`src/rtl/cdb_arbiter.sv`:
```
// cdb_arbiter: round-robin N-to-1 result arbiter driving one registered CDB slot.
// Define CDB_ARB_SPEC_SQUASH_EN to squash speculative results on a mispredicted branch.
module cdb_arbiter #(
  parameter int N       = 4,
  parameter int BW_TAG  = 6,
  parameter int BW_DATA = 32
) (
  input  logic                 clk,
  input  logic                 rst_n,
  input  logic [N-1:0]         i_valid,
  output logic [N-1:0]         i_ready,
  input  logic [N*BW_TAG-1:0]  i_tag,
  input  logic [N*BW_DATA-1:0] i_data,
  input  logic [N-1:0]         i_spec,
  output logic                 o_valid,
  input  logic                 o_ready,
  output logic [BW_TAG-1:0]    o_tag,
  output logic [BW_DATA-1:0]   o_data,
  output logic [N-1:0]         o_src,
  input  logic                 i_branch_valid,
  input  logic                 i_branch_correct_prediction
);
  localparam int PW = $clog2(N);

  logic               r_valid;
  logic [BW_TAG-1:0]  r_tag;
  logic [BW_DATA-1:0] r_data;
  logic [N-1:0]       r_src;
  logic [PW-1:0]      r_ptr;
  logic [N-1:0]       w_elig;
  logic [N-1:0]       w_grant;
  logic [PW-1:0]      w_gidx;
  logic [PW-1:0]      w_k;
  logic               w_found;
  logic               w_load;
  logic [BW_TAG-1:0]  w_tag;
  logic [BW_DATA-1:0] w_data;

`ifdef CDB_ARB_SPEC_SQUASH_EN
  logic r_spec;
  logic w_flush;
  assign w_flush = i_branch_valid && !i_branch_correct_prediction;
  assign w_elig  = i_valid & ~({N{w_flush}} & i_spec);
  assign o_valid = r_valid && !(w_flush && r_spec);
`else
  logic w_unused;
  assign w_unused = ^{i_spec, i_branch_valid, i_branch_correct_prediction};
  assign w_elig   = i_valid;
  assign o_valid  = r_valid;
`endif

  assign w_load  = !o_valid || o_ready;
  assign w_grant = w_found ? (N'(1) << w_gidx) : '0;
  assign i_ready = w_grant & {N{w_load}};
  assign o_tag   = r_tag;
  assign o_data  = r_data;
  assign o_src   = r_src;

  // Cyclic priority search starting at the round-robin pointer.
  always_comb begin
    w_found = 1'b0;
    w_gidx  = '0;
    w_k     = '0;
    for (int i = 0; i < N; i++) begin
      w_k = PW'((int'(r_ptr) + i) % N);
      if (!w_found && w_elig[w_k]) begin
        w_found = 1'b1;
        w_gidx  = w_k;
      end
    end
  end

  always_comb begin
    w_tag  = '0;
    w_data = '0;
    for (int i = 0; i < N; i++) begin
      w_tag  = w_grant[i] ? i_tag[i*BW_TAG +: BW_TAG] : w_tag;
      w_data = w_grant[i] ? i_data[i*BW_DATA +: BW_DATA] : w_data;
    end
  end

  always_ff @(posedge clk or negedge rst_n) begin
    if (!rst_n) begin
      r_valid <= 1'b0;
      r_tag   <= '0;
      r_data  <= '0;
      r_src   <= '0;
      r_ptr   <= '0;
`ifdef CDB_ARB_SPEC_SQUASH_EN
      r_spec  <= 1'b0;
`endif
    end else if (w_load) begin
      r_valid <= w_found;
      if (w_found) begin
        r_tag  <= w_tag;
        r_data <= w_data;
        r_src  <= w_grant;
        r_ptr  <= (w_gidx == PW'(N-1)) ? '0 : w_gidx + 1'b1;
`ifdef CDB_ARB_SPEC_SQUASH_EN
        // A branch resolving this cycle leaves the captured entry non-speculative.
        r_spec <= |(i_spec & w_grant) && !i_branch_valid;
`endif
      end
    end
`ifdef CDB_ARB_SPEC_SQUASH_EN
    else if (w_flush && r_spec) r_valid <= 1'b0;
    else if (i_branch_valid) r_spec <= 1'b0;
`endif
  end
endmodule

```
`config.mk`:
```
export PLATFORM = sky130hd
export DESIGN_NAME = cdb_arbiter
export DESIGN_NICKNAME = d
export VERILOG_FILES = /design/src/rtl/cdb_arbiter.sv
export SDC_FILE = /design/constraint.sdc
export NUM_CORES = 1
export LEC_CHECK = 0
export ABC_CLOCK_PERIOD_IN_PS = 8150
export BUFFER_PORTS_ARGS = -buffer_cell sky130_fd_sc_hd__buf_2
export CORE_MARGIN = 3
export CORE_UTILIZATION = 46
export DETAILED_ROUTE_END_ITERATION = 7
export PLACE_DENSITY = 0.95
export SYNTH_ARGS = -nofsm -noshare
export SYNTH_HDL_FRONTEND = slang
export SYNTH_SLANG_ARGS = --single-unit
```
`constraint.sdc`:
```
create_clock -name clk -period 8.15 [get_ports clk]
set_input_delay 2.0375 -clock clk [delete_from_list [all_inputs] [get_ports clk]]
set_output_delay 2.0375 -clock clk [all_outputs]
set_load 0.01 [all_outputs]
```
## Word level (Yosys, flattened, before mapping)

Index checks and enable logic that the tools add are counted.

- Bits in registers: 45
- Input bits: 165
- Output and inout port bits: 47
- Word-level logic and storage cells: 51

- $add $sub $neg: 4
- Magnitude comparators: 4
- Equal/unequal tests: 1
- Shifts and indexed selects: 1
- Muxes and demuxes: 26
- Bitwise operators: 1
- Reductions and logical operators: 9

Operators by type and width:

| cell | number |
|---|---|
| 32-bit 2-to-1 mux | 4 |
| 6-bit 2-to-1 mux | 4 |
| 2-bit by 3-bit < comparator with 1-bit output, second input constant | 4 |
| 2-bit 2-to-1 mux | 5 |
| 1-bit binary-select mux with 2-bit select | 4 |
| 1-bit 2-to-1 mux | 8 |
| 2-bit by 1-bit adder with 2-bit output, second input constant | 2 |
| 2-bit adder, second input constant | 2 |
| 4-bit bitwise AND | 1 |
| 1-bit logical NOT | 4 |
| 4-bit 2-to-1 mux | 1 |
| 1-bit by 2-bit left shift with 4-bit output, first input constant | 1 |
| 1-bit logical AND | 3 |
| 2-bit == test, second input constant | 1 |
| 2-bit AND reduction | 1 |
| 1-bit logical OR | 1 |

## Depth between registers and ports, before layout

Gate-level depths: netlist of run 1.

- Depth after elaboration: 18
- Depth in mapped cells: 9
- Gate-level depth less buffers: 7

## Worst setup path before layout of run 1

No wires, ideal clock.

- Path kind: input port to output port
- Start: in i_valid[0]
- End: out i_ready[2]
- Data arrival time: 3751 ps
- Path slack: 2361 ps
- Stages: 7
- Path buffers: 3
- Cells stage by stage: or3b_2 > o221ai_1 > ha_1 > clkbuf_1 > clkbuf_1 > clkbuf_1 > and3_1

- Word-level cells in the longest chain between the ends: 15
- Elaborated cells on any way between the ends: 25

RTL lines:

| item | RTL line | source |
|---|---|---|
| from (decl) | 10 | `input logic [N-1:0] i_valid,` |
| 1-bit binary-select mux with 2-bit select | 66 | `if (!w_found && w_elig[w_k]) begin` |
| 1-bit 2-to-1 mux (not written as such) | 66 |  |
| 1-bit 2-to-1 mux | 66 |  |
| 1-bit logical NOT | 66 |  |
| 1-bit logical AND | 66 |  |
| 1-bit 2-to-1 mux | 66 |  |
| 1-bit logical NOT | 66 |  |
| 1-bit logical AND | 66 |  |
| 1-bit 2-to-1 mux | 66 |  |
| 1-bit logical NOT | 66 |  |
| 1-bit logical AND | 66 |  |
| 2-bit 2-to-1 mux | 66 |  |
| 1-bit by 2-bit left shift with 4-bit output | 53 | `assign w_grant = w_found ? (N'(1) << w_gidx) : '0;` |
| 4-bit 2-to-1 mux (*) | 53 |  |
| 4-bit bitwise AND (*) | 54 | `assign i_ready = w_grant & {N{w_load}};` |
| to (decl) | 11 | `output logic [N-1:0] i_ready,` |

Every way passes the cells marked *; elsewhere a longest branch is shown, timed or not. The select of a mux whose other input is x is not followed.

## Final worst setup path of run 1

- Start: in i_valid[1]
- End: out i_ready[1]

Same word-level chain as after synthesis.

==> results of run 1 <==
cell families (layout without fill, tap and decap cells):
logic type	after synthesis	in the layout	share of synthesized area
AOI/OAI and AO/OA	159	159	0.3317
and+or+nand+nor	85	85	0.1566
adders and majority gates	4	4	0.01585
buffers and inverters	86	256	0.1141
DFF	45	45	0.3567
muxes	7	7	0.02497
area by class of cell:
| type | instances | share of cell area |
|---|---|---|
| multi-input cells | 255 | 0.4009 |
| inverters | 41 | 0.03672 |
| repair buffers | 208 | 0.2502 |
| clock buffers | 7 | 0.02060 |
| flip-flops and latches | 45 | 0.2687 |
| well taps | 77 | 0.02299 |
metrics by stage:
step | power [uW] | instance area, sq um
after global placement | 1028 | 4105
after global routing | 1284 | 4192
after detailed placement | 1056 | 4105
final | 1188 | 4192
after floorplan | 836.6 | 3157
after CTS | 1193 | 4192
state kept, by name (all words and copies together) (netlist names):
name and flops:
o_data 32, o_valid 1, o_src 4, r_ptr 2, o_tag 6
Yosys cell counts, drive strengths merged:
cell / number
dfrtp: 45
o22a: 1
nand2: 38
inv: 41
a221o: 38
mux2: 7
and2: 1
a21oi: 78
o221ai: 1
and3: 4
or4: 1
nand2b: 2
ha: 4
a21boi: 1
a31oi: 38
o22ai: 1
buf: 5
a21o: 1
nand3b: 38
or3b: 1
clkbuf: 40
power groups by stage:
| stage | clock (uW) | sequential (uW) | combinational, uW |
|---|---|---|---|
| final | 132 | 371 | 684 |
| after global routing | 148 | 383 | 753 |
| after CTS | 138 | 372 | 683 |
| after detailed placement | 0 | 375 | 682 |
| after global placement | 0 | 367 | 661 |
| after floorplan | 0 | 417 | 420 |
critical path, delay by kind of cell:
kind | cells | cell delay (ns)
compound gates | 2 | 0.43
fa+ha+maj | 1 | 0.92
simple gates | 1 | 0.28
buf+inv | 3 | 0.40
worst paths after layout:
| path | startpoint | endpoint | slack [ns] | cells past startpoint |
|---|---|---|---|---|
| max | i_valid[1] | i_ready[1] | 2.03 | 7 |
| min | o_src[1]$_DFFE_PN0P_ | o_src[1]$_DFFE_PN0P_ | 0.49 | 1 |
| max reg2reg | r_ptr[1]$_DFFE_PN0P_ | o_data[0]$_DFFE_PN0P_ | 5.32 | 7 |
| min reg2reg | o_src[1]$_DFFE_PN0P_ | o_src[1]$_DFFE_PN0P_ | 0.49 | 1 |
| max in group asynchronous | rst_n | o_data[16]$_DFFE_PN0P_ | 5.65 | 1 |
| min in group asynchronous | rst_n | o_data[19]$_DFFE_PN0P_ | 1.90 | 1 |
per-layer routing:
metal / vias to the layer above / share of wire / track usage
li1: 1751 / - / -
met1: 1661 / 0.39 / 0.2622
met2: 147 / 0.53 / 0.4184
met3: 10 / 0.068 / 0.04655
met4: 0 / 0.012 / 0.05907
met5: - / 0 / 0
cell usage in the layout (no fill, tap or decap), types with 3 or more instances in the layout:
cell type / netlist / routed
nand2_1: 38 / 38
a31oi_1: 38 / 38
inv_1: 41 / 41
dfrtp_1: 45 / 45
buf_4: 0 / 3
a21oi_1: 78 / 78
and3_1: 4 / 4
mux2_2: 3 / 3
a221o_1: 38 / 38
nand3b_1: 38 / 38
mux2_1: 4 / 4
ha_2: 0 / 3
clkbuf_8: 0 / 6
buf_2: 0 / 205
==> reports/qor.csv, run 1 <==
stage,metric,value,unit
cells_and_area,layout cells sized above 1,0.4029,
timing,period utilization,0.7508,
routing,Via density,5.638,
cells_and_area,fill cell count,549,
clocking,H-Tree Depth,2,
power_and_ir_drop,PD cells,283.4,nW/um^2
routing,WL per Instance,15.00,microns
floorplan,core area,6495,sq um
timing,Period minus WS final,6.119,ns
cells_and_area,Antenna diodes,0,
status,outcome,completed,
floorplan,Die W,88.84,microns
critical_path,worst-path maximum fanout,78,
timing,Final setup viols,0,
global_routing,global-route wire length before repair,14300,microns
synthesis,"FF+latch count, synth",45,
timing,final worst slack,2.031,ns
global_routing,vias in the first global route,3181,
floorplan,Top Ports,212,
power_and_ir_drop,Psw,493.1,uW
synthesis,Synth cell types,22,
power_and_ir_drop,peak supply drop,161.4,uV
clocking,worst-skew pair later-pin latency,0.28,ns
floorplan,die span in y,88.84,microns
placed_design,RePlAce Congestion,0.8109,
synthesis,Synthesized Nets,555,
synthesis,mapped cell area,3157,sq um
cells_and_area,fin nets,725,
floorplan,FP Rows,29,
clocking,clock buffer depth,2,
cells_and_area,Final Util,0.6453,
floorplan,Initial Utilization,0.4860,
clocking,CTS tree,yes,
critical_path,Critical Path End Type,primary output,
clocking,clock-pin slew on the worst setup and hold paths,0.07,ns
power_and_ir_drop,Clk pwr share,0.111,
critical_path,WS Path Type,in2out,
clocking,clock buffer count from CTS,5,
critical_path,CP dominant cell by count,buf_2,
timing,Hold WS,0.4902,ns
placed_design,detailed placement HPWL,6835,microns
clocking,# resized after CTS,0,
power_and_ir_drop,Pint,694.6,uW
routing,iteration count of the initial detailed-routing pass,5,
global_routing,pin count of the biggest net entering global routing,79,
timing,final hold vios,0,
timing,Setup Total Neg Slack,0,ns
critical_path,CP Data Arrival Time,4.08,ns
synthesis,cell taking the most area after synthesis,dfrtp_1,
clocking,setup bufs post-CTS,0,
routing,post-route antenna net violation count,0,
placed_design,dpl ws,2.025,ns
critical_path,CP max-delay cell,ha_2,
run,max-cap violations,0,
cells_and_area,Area growth syn-to-layout,32.78,%
placed_design,PortBufs,205,
cells_and_area,area of the multi-input gates,1680,sq um
routing,Detailed Route Iter0 Violations,176,
synthesis,Syn Inst Count,386,
timing,"Slew Viols, Final",0,
power_and_ir_drop,Net Sw Frac,0.4152,
clocking,Root Driver,clkbuf_8,
worst_hold_path,Min-Delay Path Class,reg2reg,
critical_path,Worst EP required,6.11,ns
routing,vias,3569,
clocking,Clock Sinks,45,
cells_and_area,FF/Latch Area,1126,sq um
global_routing,total track usage,0.2257,
global_routing,grt ovf,0,
power_and_ir_drop,combinational power share,0.576,
critical_path,crit-path max cell delay,0.92,ns
timing,RSZ-0062 raised after global routing,false,
routing,drt drc,0,
routing,final wirelength,9495,microns
critical_path,CP startpoint kind,input pin,
synthesis,synth warn,0,
power_and_ir_drop,Static Leak,0.002080,uW
timing,measured slew at the worst slew-check pin,1.154,ns
timing,clk_skew,0.002732,ns
floorplan,die area,7893,sq um
critical_path,CP Cell Sequence,buf_2 > a21boi_0 > o221ai_1 > inv_1 > ha_2 > and3_1 > buf_2,
synthesis,register area share after synthesis,0.3567,
synthesis,area share of the largest cell type after synthesis,0.3567,
synthesis,top post-synthesis cells by area,"dfrtp_1 36%, a21oi_1 12%, a221o_1 12%, nand3b_1 9.0%, a31oi_1 7.5%",
clocking,"Hold-fix buffers, CTS",0,
cells_and_area,final std cells w/o fill,633,
placed_design,dpl cells,626,
global_routing,initial antenna violation count,0,
power_and_ir_drop,Seq pwr share,0.313,
timing,fmax,163.4,MHz
synthesis,Syn Area/Cell,8.178,sq um
timing,max_slew headroom,0.2305,
Note: power is estimated with default switching activity, not from simulation.
==> inputs of run 2 (changes only) <==
==> config.mk (replaced) <==
export PLATFORM = sky130hd
export DESIGN_NAME = cdb_arbiter
export DESIGN_NICKNAME = d
export VERILOG_FILES = /design/src/rtl/cdb_arbiter.sv
export SDC_FILE = /design/constraint.sdc
export NUM_CORES = 1
export LEC_CHECK = 0
export ABC_CLOCK_PERIOD_IN_PS = 6100
export BUFFER_PORTS_ARGS = -buffer_cell sky130_fd_sc_hd__buf_2
export CORE_MARGIN = 3
export CORE_UTILIZATION = 43
export DETAILED_ROUTE_END_ITERATION = 7
export PLACE_DENSITY = 0.92
export SYNTH_ARGS = -nofsm -noshare
export SYNTH_HDL_FRONTEND = slang
export SYNTH_SLANG_ARGS = --single-unit
==> constraint.sdc (replaced) <==
create_clock -name clk -period 6.1 [get_ports clk]
set_input_delay 1.525 -clock clk [delete_from_list [all_inputs] [get_ports clk]]
set_output_delay 1.525 -clock clk [all_outputs]
set_load 0.01 [all_outputs]
==> reports/qor.csv, run 2 (synthesis gave the netlist of run 1 again) <==
stage,metric,value,unit,change
placed_design,dpl cells,647,,was 626
global_routing,global-route wire length before repair,16530,microns,was 14300 microns
placed_design,PortBufs,205,,unchanged
cells_and_area,layout cells sized above 1,0.4025,,was 0.4029
critical_path,reg2reg end,o_tag[2]$_DFFE_PN0P_,,was o_data[0]$_DFFE_PN0P_
critical_path,reg2reg start,r_ptr[1]$_DFFE_PN0P_,,unchanged
critical_path,WP buf/inv,3,,unchanged
global_routing,pin count of the biggest net entering global routing,78,,was 79
clocking,"Hold-fix buffers, CTS",0,,unchanged
placed_design,RePlAce Congestion,0.7931,,was 0.8109
run,max-cap violations,0,,unchanged
power_and_ir_drop,peak supply drop,258.7,uV,was 161.4 uV
cells_and_area,Area growth syn-to-layout,33.81,%,was 32.78%
timing,Setup Total Neg Slack,0,ns,unchanged
critical_path,Worst R2R Path Depth,7,,unchanged
power_and_ir_drop,Seq pwr share,0.311,,was 0.313
floorplan,die span in y,91.68,microns,was 88.84 microns
clocking,CTS tree,yes,,unchanged
timing,Period minus WS final,4.407,ns,
cells_and_area,Antenna diodes,0,,unchanged
floorplan,FP Rows,30,,was 29
clocking,clock buffer depth,2,,unchanged
clocking,worst-skew pair later-pin latency,0.29,ns,was 0.28 ns
routing,vias,3701,,was 3569
clocking,Clock Sinks,45,,unchanged
clocking,setup bufs post-CTS,0,,unchanged
timing,clk_skew,0.004293,ns,was 0.002732 ns
routing,drt drc,0,,unchanged
critical_path,CP startpoint kind,input pin,,unchanged
global_routing,initial antenna violation count,0,,unchanged
power_and_ir_drop,Tot Pwr,1592,uW,was 1188 uW
critical_path,crit-path max cell delay,0.45,ns,was 0.92 ns
floorplan,die area,8405,sq um,was 7893 sq um
power_and_ir_drop,combinational power share,0.578,,was 0.576
floorplan,Initial Utilization,0.4546,,was 0.4860
routing,Via density,5.650,,was 5.638
cells_and_area,fill cell count,628,,was 549
global_routing,vias in the first global route,3749,,was 3181
power_and_ir_drop,Clk pwr share,0.110,,was 0.111
worst_hold_path,Min-Delay Path Class,reg2reg,,unchanged
critical_path,CP endpoint,i_ready[1],,unchanged
timing,fmax,226.9,MHz,
floorplan,core area,6944,sq um,was 6495 sq um
critical_path,CP Data Arrival Time,2.88,ns,was 4.08 ns
timing,period utilization,0.7225,,
routing,final wirelength,10110,microns,was 9495 microns
cells_and_area,area of the multi-input gates,1680,sq um,unchanged
timing,Final setup viols,0,,unchanged
cells_and_area,most frequent cells in the layout,"205 x buf_2, 78 x a21oi_1, 45 x dfrtp_1",,unchanged
timing,RSZ-0062 raised after global routing,false,,unchanged
critical_path,worst-path maximum fanout,5,,was 78
clocking,clock buffer count from CTS,5,,unchanged
clocking,H-Tree Depth,2,,unchanged
power_and_ir_drop,Pint,918.7,uW,was 694.6 uW
power_and_ir_drop,PD cells,376.9,nW/um^2,was 283.4 nW/um^2
global_routing,total track usage,0.2363,,was 0.2257
power_and_ir_drop,Psw,673.4,uW,was 493.1 uW
floorplan,Top Ports,212,,unchanged
power_and_ir_drop,Net Sw Frac,0.4230,,was 0.4152
floorplan,Die W,91.68,microns,was 88.84 microns
critical_path,R2R Setup Slk,3.37,ns,was 5.32 ns
critical_path,Critical Path End Type,primary output,,unchanged
status,outcome,completed,,unchanged
timing,final hold vios,0,,unchanged
critical_path,CP Cell Sequence,buf_2 > or3b_2 > o221ai_1 > inv_1 > ha_2 > and3_1 > buf_2,,was buf_2 > a21boi_0 > o221ai_1 > inv_1 > ha_2 > and3_1 > buf_2
cells_and_area,max FFs per register,32,,unchanged
critical_path,CP Depth,7,,unchanged
routing,iteration count of the initial detailed-routing pass,6,,was 5
critical_path,CP dominant cell by count,buf_2,,unchanged
timing,max_slew headroom,0.3257,,was 0.2305
cells_and_area,"commonest non-fill, non-tap cell in the layout",buf_2,,unchanged
placed_design,detailed placement HPWL,7194,microns,was 6835 microns
timing,"Slew Viols, Final",0,,unchanged
routing,post-route antenna net violation count,0,,unchanged
routing,Detailed Route Iter0 Violations,169,,was 176
critical_path,Crit. Startpoint,i_valid[0],,was i_valid[1]
cells_and_area,FF/Latch Area,1126,sq um,unchanged
cells_and_area,fin nets,727,,was 725
clocking,Root Driver,clkbuf_8,,unchanged
power_and_ir_drop,Static Leak,0.002085,uW,was 0.002080 uW
clocking,clock-pin slew on the worst setup and hold paths,0.08,ns,was 0.07 ns
clocking,# resized after CTS,0,,unchanged
critical_path,critical path's top delay family,simple AND/OR/NAND/NOR gates,,was adder cells
critical_path,WS Path Type,in2out,,unchanged
global_routing,grt ovf,0,,unchanged
critical_path,CP max-delay cell,or3b_2,,was ha_2
cells_and_area,final std cells w/o fill,655,,was 633
critical_path,Worst EP required,4.58,ns,was 6.11 ns
timing,measured slew at the worst slew-check pin,1.011,ns,was 1.154 ns
routing,WL per Instance,15.44,microns,was 15.00 microns
## run 2: cell types whose count changed in the layout (fill, tap and decap cells not counted)
| cell | before | now |
|---|---|---|
| clkbuf_8 | 6 | 5 |
| buf_4 | 3 | 5 |
| clkbuf_1 | 1 | 3 |
## run 2: per-layer routing
| metal | share of wire | track usage | up-vias | wire (microns) |
|---|---|---|---|---|
| met5 | 0 | 0 | - | 0 |
| met3 | 0.067 | 0.04676 | 8 | 680 |
| met4 | 0.0095 | 0.07412 | 0 | 96 |
| met2 | 0.54 | 0.4498 | 155 | 5411 |
| li1 | - | - | 1756 | - |
| met1 | 0.39 | 0.2603 | 1782 | 3923 |
## run 2: worst min path at each step
stage	slack [ns]	startpoint	cells after the start	endpoint
floorplan	0.53	o_src[1]$_DFFE_PN0P_	1	o_src[1]$_DFFE_PN0P_
global placement	0.46	o_src[1]$_DFFE_PN0P_	1	o_src[1]$_DFFE_PN0P_
detailed placement	0.48	o_src[3]$_DFFE_PN0P_	1	o_src[3]$_DFFE_PN0P_
CTS	0.50	o_src[3]$_DFFE_PN0P_	1	o_src[3]$_DFFE_PN0P_
global route	0.52	o_src[1]$_DFFE_PN0P_	1	o_src[1]$_DFFE_PN0P_
finish	0.49	o_src[3]$_DFFE_PN0P_	1	o_src[3]$_DFFE_PN0P_
## run 2: through the flow
step	utilization	hold WS (ns)	area (sq um)	setup slack, ns
after CTS	0.6083	0.4981	4224	1.691
after detailed placement	0.5968	0.4805	4144	1.691
after global placement	0.5968	0.4644	4144	1.736
after global routing	0.6083	0.5206	4224	1.615
after floorplan	-	0.5288	3157	1.336
final	0.6083	0.4941	4224	1.693
## run 2: layout make-up
| cell class | count | area share |
|---|---|---|
| multi-input cells | 255 | 0.3978 |
| repair buffers | 210 | 0.2518 |
| well taps | 96 | 0.02844 |
| flip-flops and latches | 45 | 0.2666 |
| inverters | 41 | 0.03643 |
| clock buffers | 8 | 0.01896 |
## run 2: worst register-to-register path, delay by kind of cell, from the launching register on
kind	cells	cell delay, ns
flip-flops	1	0.45
buffers and inverters	1	0.57
adder cells (fa/ha/maj)	1	0.25
multiplexers	1	0.36
AO/OA/AOI/OAI	4	1.03
## run 2: power by group through the flow
stage	clock network, uW	logic (uW)	registers [uW]
detailed placement	0	917	499
finish	176	921	495
global placement	0	888	492
CTS	181	919	494
global route	198	1010	513
floorplan	0	561	557
